`src/rtl/logic_engine_pkg.sv`:
```
`default_nettype none
// ============================================================================
// Module      : logic_engine_pkg
// Description : Opcode constants, FSM state type and verdict helpers shared by
//               the logic opcode decoder and its match sub-module.
// Revision    : 1.0 - initial release
// ============================================================================
package logic_engine_pkg;

  localparam int OP_W    = 2;
  localparam int NUM_OPS = 4;

  localparam logic [OP_W-1:0] OP_OR   = 2'b00;
  localparam logic [OP_W-1:0] OP_NAND = 2'b01;
  localparam logic [OP_W-1:0] OP_NOR  = 2'b10;
  localparam logic [OP_W-1:0] OP_AND  = 2'b11;

  typedef enum logic [1:0] {
    ST_IDLE = 2'd0,
    ST_ACC  = 2'd1,
    ST_DONE = 2'd2
  } state_e;

  // Index of the lowest set candidate bit; zero when no candidate survives.
  function automatic logic [OP_W-1:0] lowest_op(input logic [NUM_OPS-1:0] mask);
    lowest_op = '0;
    for (int k = NUM_OPS - 1; k >= 0; k--) begin
      if (mask[k]) lowest_op = k[OP_W-1:0];
    end
  endfunction

endpackage
`default_nettype wire

```
`src/rtl/logic_op_match.sv`:
```
`default_nettype none
// ============================================================================
// Module      : logic_op_match
// Description : Combinational check of one observed result against all four
//               bitwise opcodes; bit k of m is set when opcode k explains r.
// Revision    : 1.0 - initial release
// ============================================================================
module logic_op_match
  import logic_engine_pkg::*;
#(
  parameter int WIDTH = 8
) (
  input  logic [WIDTH-1:0]   a,
  input  logic [WIDTH-1:0]   b,
  input  logic [WIDTH-1:0]   r,
  output logic [NUM_OPS-1:0] m
);

  // A candidate must agree with the observed result on every bit.
  always_comb begin
    m          = '0;
    m[OP_OR]   = (r == (a | b));
    m[OP_NAND] = (r == ~(a & b));
    m[OP_NOR]  = (r == ~(a | b));
    m[OP_AND]  = (r == (a & b));
  end

endmodule
`default_nettype wire

```
`src/rtl/logic_opcode_decoder.sv`:
```
`default_nettype none
// ============================================================================
// Module      : logic_opcode_decoder
// Description : Accumulates a trace of (a, b, r) samples, narrows the set of
//               opcodes consistent with all of them, and presents a
//               registered verdict with valid/ready handshake.
// Revision    : 1.0 - initial release
// ============================================================================
module logic_opcode_decoder
  import logic_engine_pkg::*;
#(
  parameter int WIDTH = 8,
  parameter int CNT_W = 8
) (
  input  logic               clk,
  input  logic               rst_n,
  input  logic               in_valid,
  output logic               in_ready,
  input  logic [WIDTH-1:0]   in_a,
  input  logic [WIDTH-1:0]   in_b,
  input  logic [WIDTH-1:0]   in_r,
  input  logic               in_last,
  input  logic               trace_clr,
  output logic               out_valid,
  input  logic               out_ready,
  output logic [NUM_OPS-1:0] out_mask,
  output logic [OP_W-1:0]    out_opcode,
  output logic               out_unique,
  output logic               out_none,
  output logic [CNT_W-1:0]   out_count
);

  localparam logic [CNT_W-1:0] CNT_ONE = CNT_W'(1);
  localparam logic [CNT_W-1:0] CNT_MAX = {CNT_W{1'b1}};

  state_e               state_q, state_d;
  logic [NUM_OPS-1:0]   mask_q, mask_d;
  logic [CNT_W-1:0]     count_q, count_d;
  logic [NUM_OPS-1:0]   vmask_q, vmask_d;
  logic [OP_W-1:0]      vop_q, vop_d;
  logic                 vuniq_q, vuniq_d;
  logic                 vnone_q, vnone_d;
  logic [CNT_W-1:0]     vcount_q, vcount_d;

  logic [NUM_OPS-1:0]   m;
  logic                 xfer;
  logic                 load_verdict;

  logic_op_match #(.WIDTH(WIDTH)) u_match (
    .a (in_a),
    .b (in_b),
    .r (in_r),
    .m (m)
  );

  assign in_ready   = (state_q != ST_DONE) || out_ready;
  assign xfer       = in_valid && in_ready;
  assign out_valid  = (state_q == ST_DONE);
  assign out_mask   = vmask_q;
  assign out_opcode = vop_q;
  assign out_unique = vuniq_q;
  assign out_none   = vnone_q;
  assign out_count  = vcount_q;

  // Next-state, trace accumulation and verdict capture.
  always_comb begin
    state_d      = state_q;
    mask_d       = mask_q;
    count_d      = count_q;
    load_verdict = 1'b0;
    unique case (state_q)
      ST_IDLE, ST_ACC: begin
        // Clear wins over a same-cycle sample, which is dropped.
        if (trace_clr) begin
          state_d = ST_IDLE;
          mask_d  = '0;
          count_d = '0;
        end else if (xfer) begin
          if (state_q == ST_IDLE) begin
            mask_d  = m;
            count_d = CNT_ONE;
          end else begin
            mask_d  = mask_q & m;
            count_d = (count_q == CNT_MAX) ? count_q : count_q + CNT_ONE;
          end
          state_d      = in_last ? ST_DONE : ST_ACC;
          load_verdict = in_last;
        end
      end
      ST_DONE: begin
        // A transfer here implies out_ready, so the verdict is consumed and
        // the next trace opens in the same cycle.
        if (xfer) begin
          mask_d       = m;
          count_d      = CNT_ONE;
          state_d      = in_last ? ST_DONE : ST_ACC;
          load_verdict = in_last;
        end else if (out_ready) begin
          state_d = ST_IDLE;
        end
      end
      default: state_d = ST_IDLE;
    endcase

    vmask_d  = vmask_q;
    vop_d    = vop_q;
    vuniq_d  = vuniq_q;
    vnone_d  = vnone_q;
    vcount_d = vcount_q;
    if (load_verdict) begin
      vmask_d  = mask_d;
      vop_d    = lowest_op(mask_d);
      vuniq_d  = ($countones(mask_d) == 1);
      vnone_d  = (mask_d == '0);
      vcount_d = count_d;
    end
  end

  // State, accumulator and verdict registers.
  always_ff @(posedge clk or negedge rst_n) begin
    if (!rst_n) begin
      state_q  <= ST_IDLE;
      mask_q   <= '0;
      count_q  <= '0;
      vmask_q  <= '0;
      vop_q    <= '0;
      vuniq_q  <= 1'b0;
      vnone_q  <= 1'b0;
      vcount_q <= '0;
    end else begin
      state_q  <= state_d;
      mask_q   <= mask_d;
      count_q  <= count_d;
      vmask_q  <= vmask_d;
      vop_q    <= vop_d;
      vuniq_q  <= vuniq_d;
      vnone_q  <= vnone_d;
      vcount_q <= vcount_d;
    end
  end

endmodule
`default_nettype wire

```
`config.mk`:
```
export PLATFORM = sky130hd
export DESIGN_NAME = logic_opcode_decoder
export DESIGN_NICKNAME = d
export VERILOG_FILES = /design/src/rtl/logic_engine_pkg.sv /design/src/rtl/logic_op_match.sv /design/src/rtl/logic_opcode_decoder.sv
export SDC_FILE = /design/constraint.sdc
export NUM_CORES = 1
export LEC_CHECK = 0
export BUFFER_PORTS_ARGS = -buffer_cell sky130_fd_sc_hd__buf_2
export CELL_PAD_IN_SITES_DETAIL_PLACEMENT = 1
export CELL_PAD_IN_SITES_GLOBAL_PLACEMENT = 2
export CORE_MARGIN = 4
export CORE_UTILIZATION = 32
export DETAILED_ROUTE_END_ITERATION = 8
export MAX_ROUTING_LAYER = met4
export PLACE_DENSITY_LB_ADDON = 0.1
export SLEW_MARGIN = 20
export SYNTH_ARGS = -nofsm -noshare
export SYNTH_HDL_FRONTEND = slang
export SYNTH_SLANG_ARGS = --single-unit
export TNS_END_PERCENT = 50
```
`constraint.sdc`:
```
create_clock -name clk -period 2.7 [get_ports clk]
set_input_delay 0.135 -clock clk [delete_from_list [all_inputs] [get_ports clk]]
set_output_delay 0.135 -clock clk [all_outputs]
set_load 0.005 [all_outputs]
```
-- Word level (Yosys, flattened, before mapping)
Cells that the tools add are included.
- flip-flop bits (word level): 30
- bits in latches: 0
- RAM bits: 0
- ROM bits: 0
- input port bits: 30
- memories kept: 0
- $add $sub $neg: 4
- multiply operators: 0
- divide/modulo/power cells: 0
- magnitude comparators: 0
- eq/ne operators: 11
- shifts and indexed selects: 0
- mux-type cells: 24
- bitwise operators: 5
- reduce and logical (&&, ||, !) cells: 6
- operators with widths (kind ; number):
    2-to-1 mux 8 bit ; 5
    == test 8 bit ; 4
    2-to-1 mux 2 bit ; 9
    2-to-1 mux 4 bit ; 4
    inverter 8 bit ; 2
    one-hot mux 8 bit (2 select lines) ; 1
    adder 8 x 1 -> 8 bit (second input constant) ; 1
    bitwise AND 8 bit ; 1
    == test 8 bit (second input constant) ; 1
    bitwise OR 8 bit ; 1
    one-hot mux 4 bit (2 select lines) ; 1
    adder 1 x 1 -> 2 bit ; 2
    bitwise AND 4 bit ; 1
    logical NOT 4 bit ; 1
    one-hot mux 2 bit (2 select lines) ; 1
    adder 2 x 2 -> 3 bit ; 1
    == test 3 x 1 -> 1 bit (second input constant) ; 1
    inequality test 3 x 1 -> 1 bit (second input constant) ; 1
    inequality test 3 bit (second input constant) ; 1
    == test 2 x 1 -> 1 bit (second input constant) ; 1
    == test 2 bit (second input constant) ; 1
    logical NOT 2 bit ; 1
    2-to-1 mux 1 bit ; 2
    inequality test 2 bit (second input constant) ; 1
    5 further kinds ; 5

-- Depth between registers and ports, before layout
Gate-level depths: netlist of run 1.
- depth after elaboration: 12
- depth in mapped cells: 12
- depth with buffers taken out: 11

-- Modules after synthesis
From an unflattened synthesis of run 1, not the netlist that was laid out.
- cells, all modules: 225
- area total of the unflattened synthesis: 1985.7 µm²
- by module, submodules not included (module ; times used ; cells an instance ; area each (µm²) ; sequential area each (µm²)):
    logic_opcode_decoder ; 1 ; 173 ; 1629.1 ; 750.7
    logic_op_match ; 1 ; 52 ; 356.6 ; 0.0

-- Worst setup path after synthesis of run 1
No wires, ideal clock.
- path type: register to register
- from: reg state_q[0]
- to: reg vuniq_q, in the netlist out_unique
- arrival time: 2346 ps
- setup slack: 271 ps
- cell stages (with the launch flop): 12
- path buffers: 0
- clock period less this slack: 2429 ps
- cells stage by stage: dfrtp_1 > nand2b_4 > a21oi_1 > o21ai_1 > a21o_1 > inv_1 > fa_1 > ha_1 > ha_1 > nor2_1 > nand2_1 > o21ai_0
- word-level cells in the longest chain between the ends: 9
- elaborated cells on any way between the ends: 19
- those cells by class: 3 x add/sub; 4 x eq/ne; 8 x mux; 4 x reduce/logical
- ends and longest elaborated chain (item ; RTL line ; RTL):
    start: declaration ; logic_opcode_decoder.sv:36 ; state_e state_q, state_d;
    start signal: assignment ; logic_opcode_decoder.sv:131 ; state_q <= state_d;
    inequality test 2 bit ; logic_opcode_decoder.sv:56 ; assign in_ready = (state_q != ST_DONE) || out_ready;
    logical OR 1 bit ; logic_opcode_decoder.sv:56 ;
    logical AND 1 bit ; logic_opcode_decoder.sv:57 ; assign xfer = in_valid && in_ready;
    2-to-1 mux 4 bit ; logic_opcode_decoder.sv:78 ; end else if (xfer) begin
    2-to-1 mux 4 bit ; logic_opcode_decoder.sv:74 ; if (trace_clr) begin
    one-hot mux 4 bit (2 select lines) * ; logic_opcode_decoder.sv:71 ; unique case (state_q)
    named net mask_d[3] ; logic_opcode_decoder.sv:37 ; logic [NUM_OPS-1:0] mask_q, mask_d;
    adder 1 x 1 -> 2 bit (implied by the code) * ; logic_opcode_decoder.sv:113 ; vuniq_d = ($countones(mask_d) == 1);
    adder 2 x 2 -> 3 bit (implied by the code) * ; logic_opcode_decoder.sv:113 ;
    == test 3 x 1 -> 1 bit * ; logic_opcode_decoder.sv:113 ;
    end signal: assignment ; logic_opcode_decoder.sv:136 ; vuniq_q <= vuniq_d;
    end: declaration ; logic_opcode_decoder.sv:41 ; logic vuniq_q, vuniq_d;
The timed path passes the listed nets; every way through them passes the cells marked *.
A chain may end at the register's enable or synchronous reset.

-- Worst setup path after layout of run 1
Same ends and word-level chain as after synthesis.

==> metrics, run 1 <==
routed len/inst=15.9 um; via/cell ratio=5.27; Worst Hold Slack=123 ps; Initial Util=0.329; top-count cell post-synth=dfrtp_1; GRT Total Usage=0.161; largest net degree at the start of global routing=31; arrival time worst endpoint=2720 ps; CTS sink cnt=30; fin crit period=2520 ps; max cap viols=0; Synth area leaders=dfrtp_1, nand2_1, o21ai_1, and3b_1, mux2_2; Die Footprint=7400 sq um; Num CTS Buffers=5; dpl ws=46.5 ps; final hold vios=0; Critical Path Max Stage Delay=450 ps; post-synth top area share=0.385; synthesized net count=236; detailed-route via count=1755; dpl cell area=2300 sq um; WL final=5.31 mm; min-delay src=in_last; Post-CTS Setup Repair Bufs=0; Post-synth ARST share=1.00; Post-synth EDFFs=0; Worst Skew=3.81 ps; FF-to-FF End=out_unique$_DFFE_PN0P_; Synth cell types=51; H-tree levels=2; Top FF cell, synth=dfrtp_1; Cell Pwr Density=514 nW/um^2; CTS root buf=clkbuf_8; sequential area share after synthesis=0.385; Fill cells=722; HPWL Detailed=4.22 mm; final cell count without fillers=333; Syn Inst Count=201; fmax=0.396 GHz; Setup WS post-layout=177 ps; worst skew pair latency=280 ps; startpoint types=register; Mapped Area=1950 sq um; placed insts=325; worst r2r path cells=11; Routability Congestion=0.765; synth warn=0; gr ovfl total=0; io pins=48; Layout area overhead=22.5%; crit path max-delay cell type=fa_1; core footprint=5920 sq um; Hold Path Class=input pin to register; syn_area_per_cell=9.69 sq um; worst-margin pin slew=677 ps; Yosys top cell by area=dfrtp_1; maximum vdd drop=0.348 mV; outcome=completed; CP Max Fanout=7; Routed Antenna Nets=0; Max clock buf depth=2; Hold Path End=state_q[0]$_DFFE_PN0P_; critical path type=register to register; Ant. Diodes=0; Nets=293; DRC=0; vias in the first global route=1839; CTS tree=built; # rows=28; Die W=86.0 um; drt first pass iters=4; final setup TNS=0 ps; DR iter-0 viols=69; first-pass GRT wire length=9.09 mm; post-route cell area=2390 sq um; RSZ-0062 raised after global routing=no; initial antenna violation count=0; endpoint type of the worst setup path=register; synthesized flop and latch total=30; reg2reg start=state_q[0]$_DFFE_PN0P_; layout cell share with drive strength beyond 1=0.314; Finish-stage setup viols=0; Die Span Y=86.0 um; Worst Path Required=2890 ps; final-report max-slew violation count=0; PortBufs=47; Max-Slew Margin vs Limit=0.549; clk slew on worst S/H paths=60 ps; cell mode on critical path=ha_1; worst-path cell chain=nand2b_4, a21oi_2, buf_4, o221ai_2, inv_1, fa_1, ha_1, ha_1, nor2_1, nand2_1, o21ai_0; fin crit share=0.935; flop2flop setup slack=180 ps; leakage=0.00116 uW; synth cell count leaders=dfrtp_1, nand2_1, o21ai_1, inv_1, o21ai_0; Hold Path Stages=2
## cell usage in the layout (no fill, tap or decap), types with 5 or more instances in the layout
cell	netlist	routed
o21ai_0	10	10
and3b_1	8	8
or3_1	8	8
nand4_1	8	8
inv_1	10	10
mux2_2	5	5
nor4_1	5	5
buf_2	3	47
nand2_1	20	20
a21boi_1	6	6
o21ai_1	15	15
buf_4	0	6
dfrtp_1	30	29
clkbuf_8	0	5
## how the worst max path moves through the flow
stage	from	end	cells past startpoint
floorplan	state_q[0]$_DFFE_PN0P_	out_unique$_DFFE_PN0P_	11
global placement	in_r[2]	out_unique$_DFFE_PN0P_	12
global route	state_q[0]$_DFFE_PN0P_	out_unique$_DFFE_PN0P_	11
finish	state_q[0]$_DFFE_PN0P_	out_unique$_DFFE_PN0P_	11
detailed placement	in_r[2]	out_unique$_DFFE_PN0P_	12
CTS	state_q[0]$_DFFE_PN0P_	out_unique$_DFFE_PN0P_	11
## layout make-up
class	count	area [sq um]	area share
well taps	75	93.8	0.0393
multi-input cells	156	1130	0.475
repair buffers	54	290	0.122
flip-flops and latches	30	752	0.315
inverters	11	41.3	0.0173
clock buffers	7	76.3	0.0320
## sequential cells by signal, indices dropped and copies added (netlist names)
signal      flops
out_opcode      2
mask_q          4
out_mask        4
count_q         8
out_none        1
out_unique      1
state_q         2
out_count       8
## per-stage QoR
step                       util  power [uW]
after global routing      0.403        1330
after detailed placement  0.388         905
after global placement    0.388         894
after floorplan               -         746
after CTS                 0.402        1250
final                     0.403        1230
## critical path: cells and delay by family, from the launching register on
| kind | cells | cell delay [ps] |
|---|---|---|
| fa+ha+maj | 3 | 910 |
| compound gates | 3 | 440 |
| flops | 1 | 440 |
| simple gates | 3 | 350 |
| buf+inv | 2 | 300 |
## logic make-up after synthesis
group,Yosys count,synth area share
AOI/OAI and AO/OA,69,0.255
DFF,30,0.385
buffers and inverters,15,0.0347
adders and majority gates,5,0.0360
muxes,9,0.0507
and+or+nand+nor,72,0.234
xor gates and xnor gates,1,0.00450
## power breakdown
group	switching, uW	internal, uW
combinational	192	152
clock	155	177
sequential	43.4	507
total	391	836
## metal layers
layer / GRT usage / part of all wire / up-vias
li1: - / - / 877
met1: 0.224 / 0.50 / 850
met2: 0.239 / 0.47 / 26
met3: 0.0355 / 0.028 / 2
met4: 0.0345 / 0.0023 / 0
met5: - / 0 / -
## timing repair
item,4_1_cts,5_1_grt
endpoints found under the setup margin,0,1
hold buffers,1,0
gates resized for setup,0,2
endpoints found under the hold margin,30,0
No activity file was read; power rests on OpenSTA's default activity.
==> run 2: changes to the inputs <==
--- a/config.mk
+++ b/config.mk
@@ -6,6 +6,7 @@
 export NUM_CORES = 1
 export LEC_CHECK = 0
 export BUFFER_PORTS_ARGS = -buffer_cell sky130_fd_sc_hd__buf_2
+export CAP_MARGIN = 20
 export CELL_PAD_IN_SITES_DETAIL_PLACEMENT = 1
 export CELL_PAD_IN_SITES_GLOBAL_PLACEMENT = 2
 export CORE_MARGIN = 4
@@ -17,4 +18,3 @@
 export SYNTH_ARGS = -nofsm -noshare
 export SYNTH_HDL_FRONTEND = slang
 export SYNTH_SLANG_ARGS = --single-unit
-export TNS_END_PERCENT = 50
==> constraint.sdc (replaced) <==
create_clock -name clk -period 2.7 [get_ports clk]
set_input_delay 0.405 -clock clk [delete_from_list [all_inputs] [get_ports clk]]
set_output_delay 0.405 -clock clk [all_outputs]
set_load 0.005 [all_outputs]
==> run 2 against run 1 <==
  * Cell area grew 3.7%
  * Maximum frequency shrank 0.94%
  * Final cell count grew 1.5%
  * Sequential share of layout area shrank 1.2 points
  * Critical path depth grew 2
  * Wire length shrank 1.4%
  * Sequential cell count is the same
  * Clock skew grew 2.7 ps
  * Critical endpoint unchanged
==> metrics, run 2 (synthesized netlist as in run 1, its figures left out) <==
cell internal pwr=1060 uW; maximum vdd drop=0.299 mV; WL final=5.24 mm; worst-margin pin slew=699 ps; dpl ws=-155 ps; RSZ-0062 raised after global routing=no; endpoint type of the worst setup path=register; fin crit period=2550 ps; Post-CTS Setup Repair Bufs=0; Worst Path Required=2890 ps; via/cell ratio=5.25; CP Buf/Inv Count=3; commonest non-fill, non-tap cell in the layout=buf_2; drt first pass iters=4; max cap viols=0; switch share=0.275; leakage=0.00121 uW; reg2reg start=state_q[0]$_DFFE_PN0P_; HPWL Detailed=4.17 mm; Ant. Diodes=0; critical path type=input pin to register; GRT Total Usage=0.156; PortBufs=47; Initial Util=0.329; Routability Congestion=0.794; Layout area overhead=27.1%; commonest cells after routing, fill and taps aside=buf_2, dfrtp_1, nand2_1; final hold vios=0; placed insts=330; H-tree levels=2; CTS root buf=clkbuf_8; Critical Path Max Stage Delay=430 ps; CP Max Fanout=4; startpoint types=input pin; final setup TNS=0 ps; Routed Antenna Nets=0; Hold Path Class=input pin to asynchronous set/reset pin; worst-path cell chain=buf_2, and3b_1, nor4_1, buf_4, nand4_1, a21o_1, inv_1, fa_1, ha_1, ha_1, nor2_1, nand2_1, o21ai_0; Num CTS Buffers=5; CTS tree=built; clk slew on worst S/H paths=70 ps; # rows=28; critical path's top delay family=adder cells; worst r2r path cells=11; cell mode on critical path=ha_1; detailed-route via count=1774; Die Span Y=86.0 um; outcome=completed; Max-Slew Margin vs Limit=0.534; Setup WS post-layout=153 ps; initial antenna violation count=0; Worst Skew=6.50 ps; final-report max-slew violation count=0; flop2flop setup slack=160 ps; hold_buf cts=0; gr ovfl total=0; DR iter-0 viols=38; largest net degree at the start of global routing=31; Nets=297; first-pass GRT wire length=8.88 mm; worst skew pair latency=280 ps; Die W=86.0 um; crit path max-delay cell type=fa_1; Comb pwr share=0.237; switching pwr=400 uW; routed len/inst=15.5 um; CTS sink cnt=30; vias in the first global route=1809; Resized cells post-CTS=0; FF-to-FF End=out_unique$_DFFE_PN0P_; Max clock buf depth=2; core footprint=5920 sq um; Reg power frac=0.376; Finish-stage setup viols=0; fin util=0.418; io pins=48; clock group share of total power=0.388; fmax=0.393 GHz; Die Footprint=7400 sq um; layout cell share with drive strength beyond 1=0.331; Fill cells=689; final cell count without fillers=338; Cell Pwr Density=588 nW/um^2; DRC=0; arrival time worst endpoint=2740 ps; fin crit share=0.943
run 2: cell count changes in the layout (fill, tap and decap cells not counted), sizes merged:
cell	before	now
dlygate4sd3	1	0
clkbuf	7	6
bufinv	0	2
buf	53	58
run 2: final cells by class:
cell class / count / area (sq um) / share of cell area
Multi-Input combinational cell: 156 / 1130 / 0.456
Clock buffer: 6 / 82.6 / 0.0334
Inverter: 11 / 41.3 / 0.0167
Sequential cell: 30 / 751 / 0.303
Tap cell: 75 / 93.8 / 0.0379
Clock inverter: 2 / 60.1 / 0.0243
Timing Repair Buffer: 58 / 318 / 0.128
run 2: how the worst max path moves through the flow:
stage                           start                endpoint  slack, ps  cells past startpoint
2_1_floorplan                 in_r[4]  out_unique$_DFFE_PN0P_        130                     11
3_3_place_gp                  in_r[2]  out_unique$_DFFE_PN0P_        -90                     12
3_5_place_dp                  in_a[5]  out_unique$_DFFE_PN0P_       -160                     12
4_1_cts        state_q[0]$_DFFE_PN0P_  out_unique$_DFFE_PN0P_        140                     11
5_1_grt                       in_a[5]  out_unique$_DFFE_PN0P_         20                     12
6_report                      in_a[2]  out_unique$_DFFE_PN0P_        150                     13
run 2: metal layers:
| metal | vias up | wire length (um) | track usage |
|---|---|---|---|
| li1 | 885 | - | - |
| met3 | 6 | 146 | 0.0307 |
| met5 | - | 0 | - |
| met2 | 25 | 2390 | 0.235 |
| met1 | 858 | 2650 | 0.215 |
| met4 | 0 | 43 | 0.0345 |
run 2: stage by stage:
| step | instance area (sq um) | hold WS (ps) | total power [uW] |
|---|---|---|---|
| global placement | 2330 | 466 | 902 |
| global route | 2480 | 211 | 1550 |
| CTS | 2480 | 177 | 1480 |
| detailed placement | 2330 | 473 | 907 |
| finish | 2480 | 164 | 1460 |
| floorplan | 1950 | 109 | 746 |
run 2: worst reg2reg max path, delay by kind of cell (launching register included):
kind            cells  cell delay (ps)
compound gates      3              460
simple gates        3              360
flops               1              450
buf+inv             2              290
fa+ha+maj           3              900
run 2: power by group through the flow:
| stage | Sequential, uW | Combinational (uW) | Clock [uW] |
|---|---|---|---|
| 3_3_place_gp | 556 | 346 | 0 |
| 2_1_floorplan | 550 | 195 | 0 |
| 6_report | 547 | 345 | 565 |
| 5_1_grt | 558 | 392 | 600 |
| 4_1_cts | 549 | 352 | 581 |
| 3_5_place_dp | 556 | 351 | 0 |
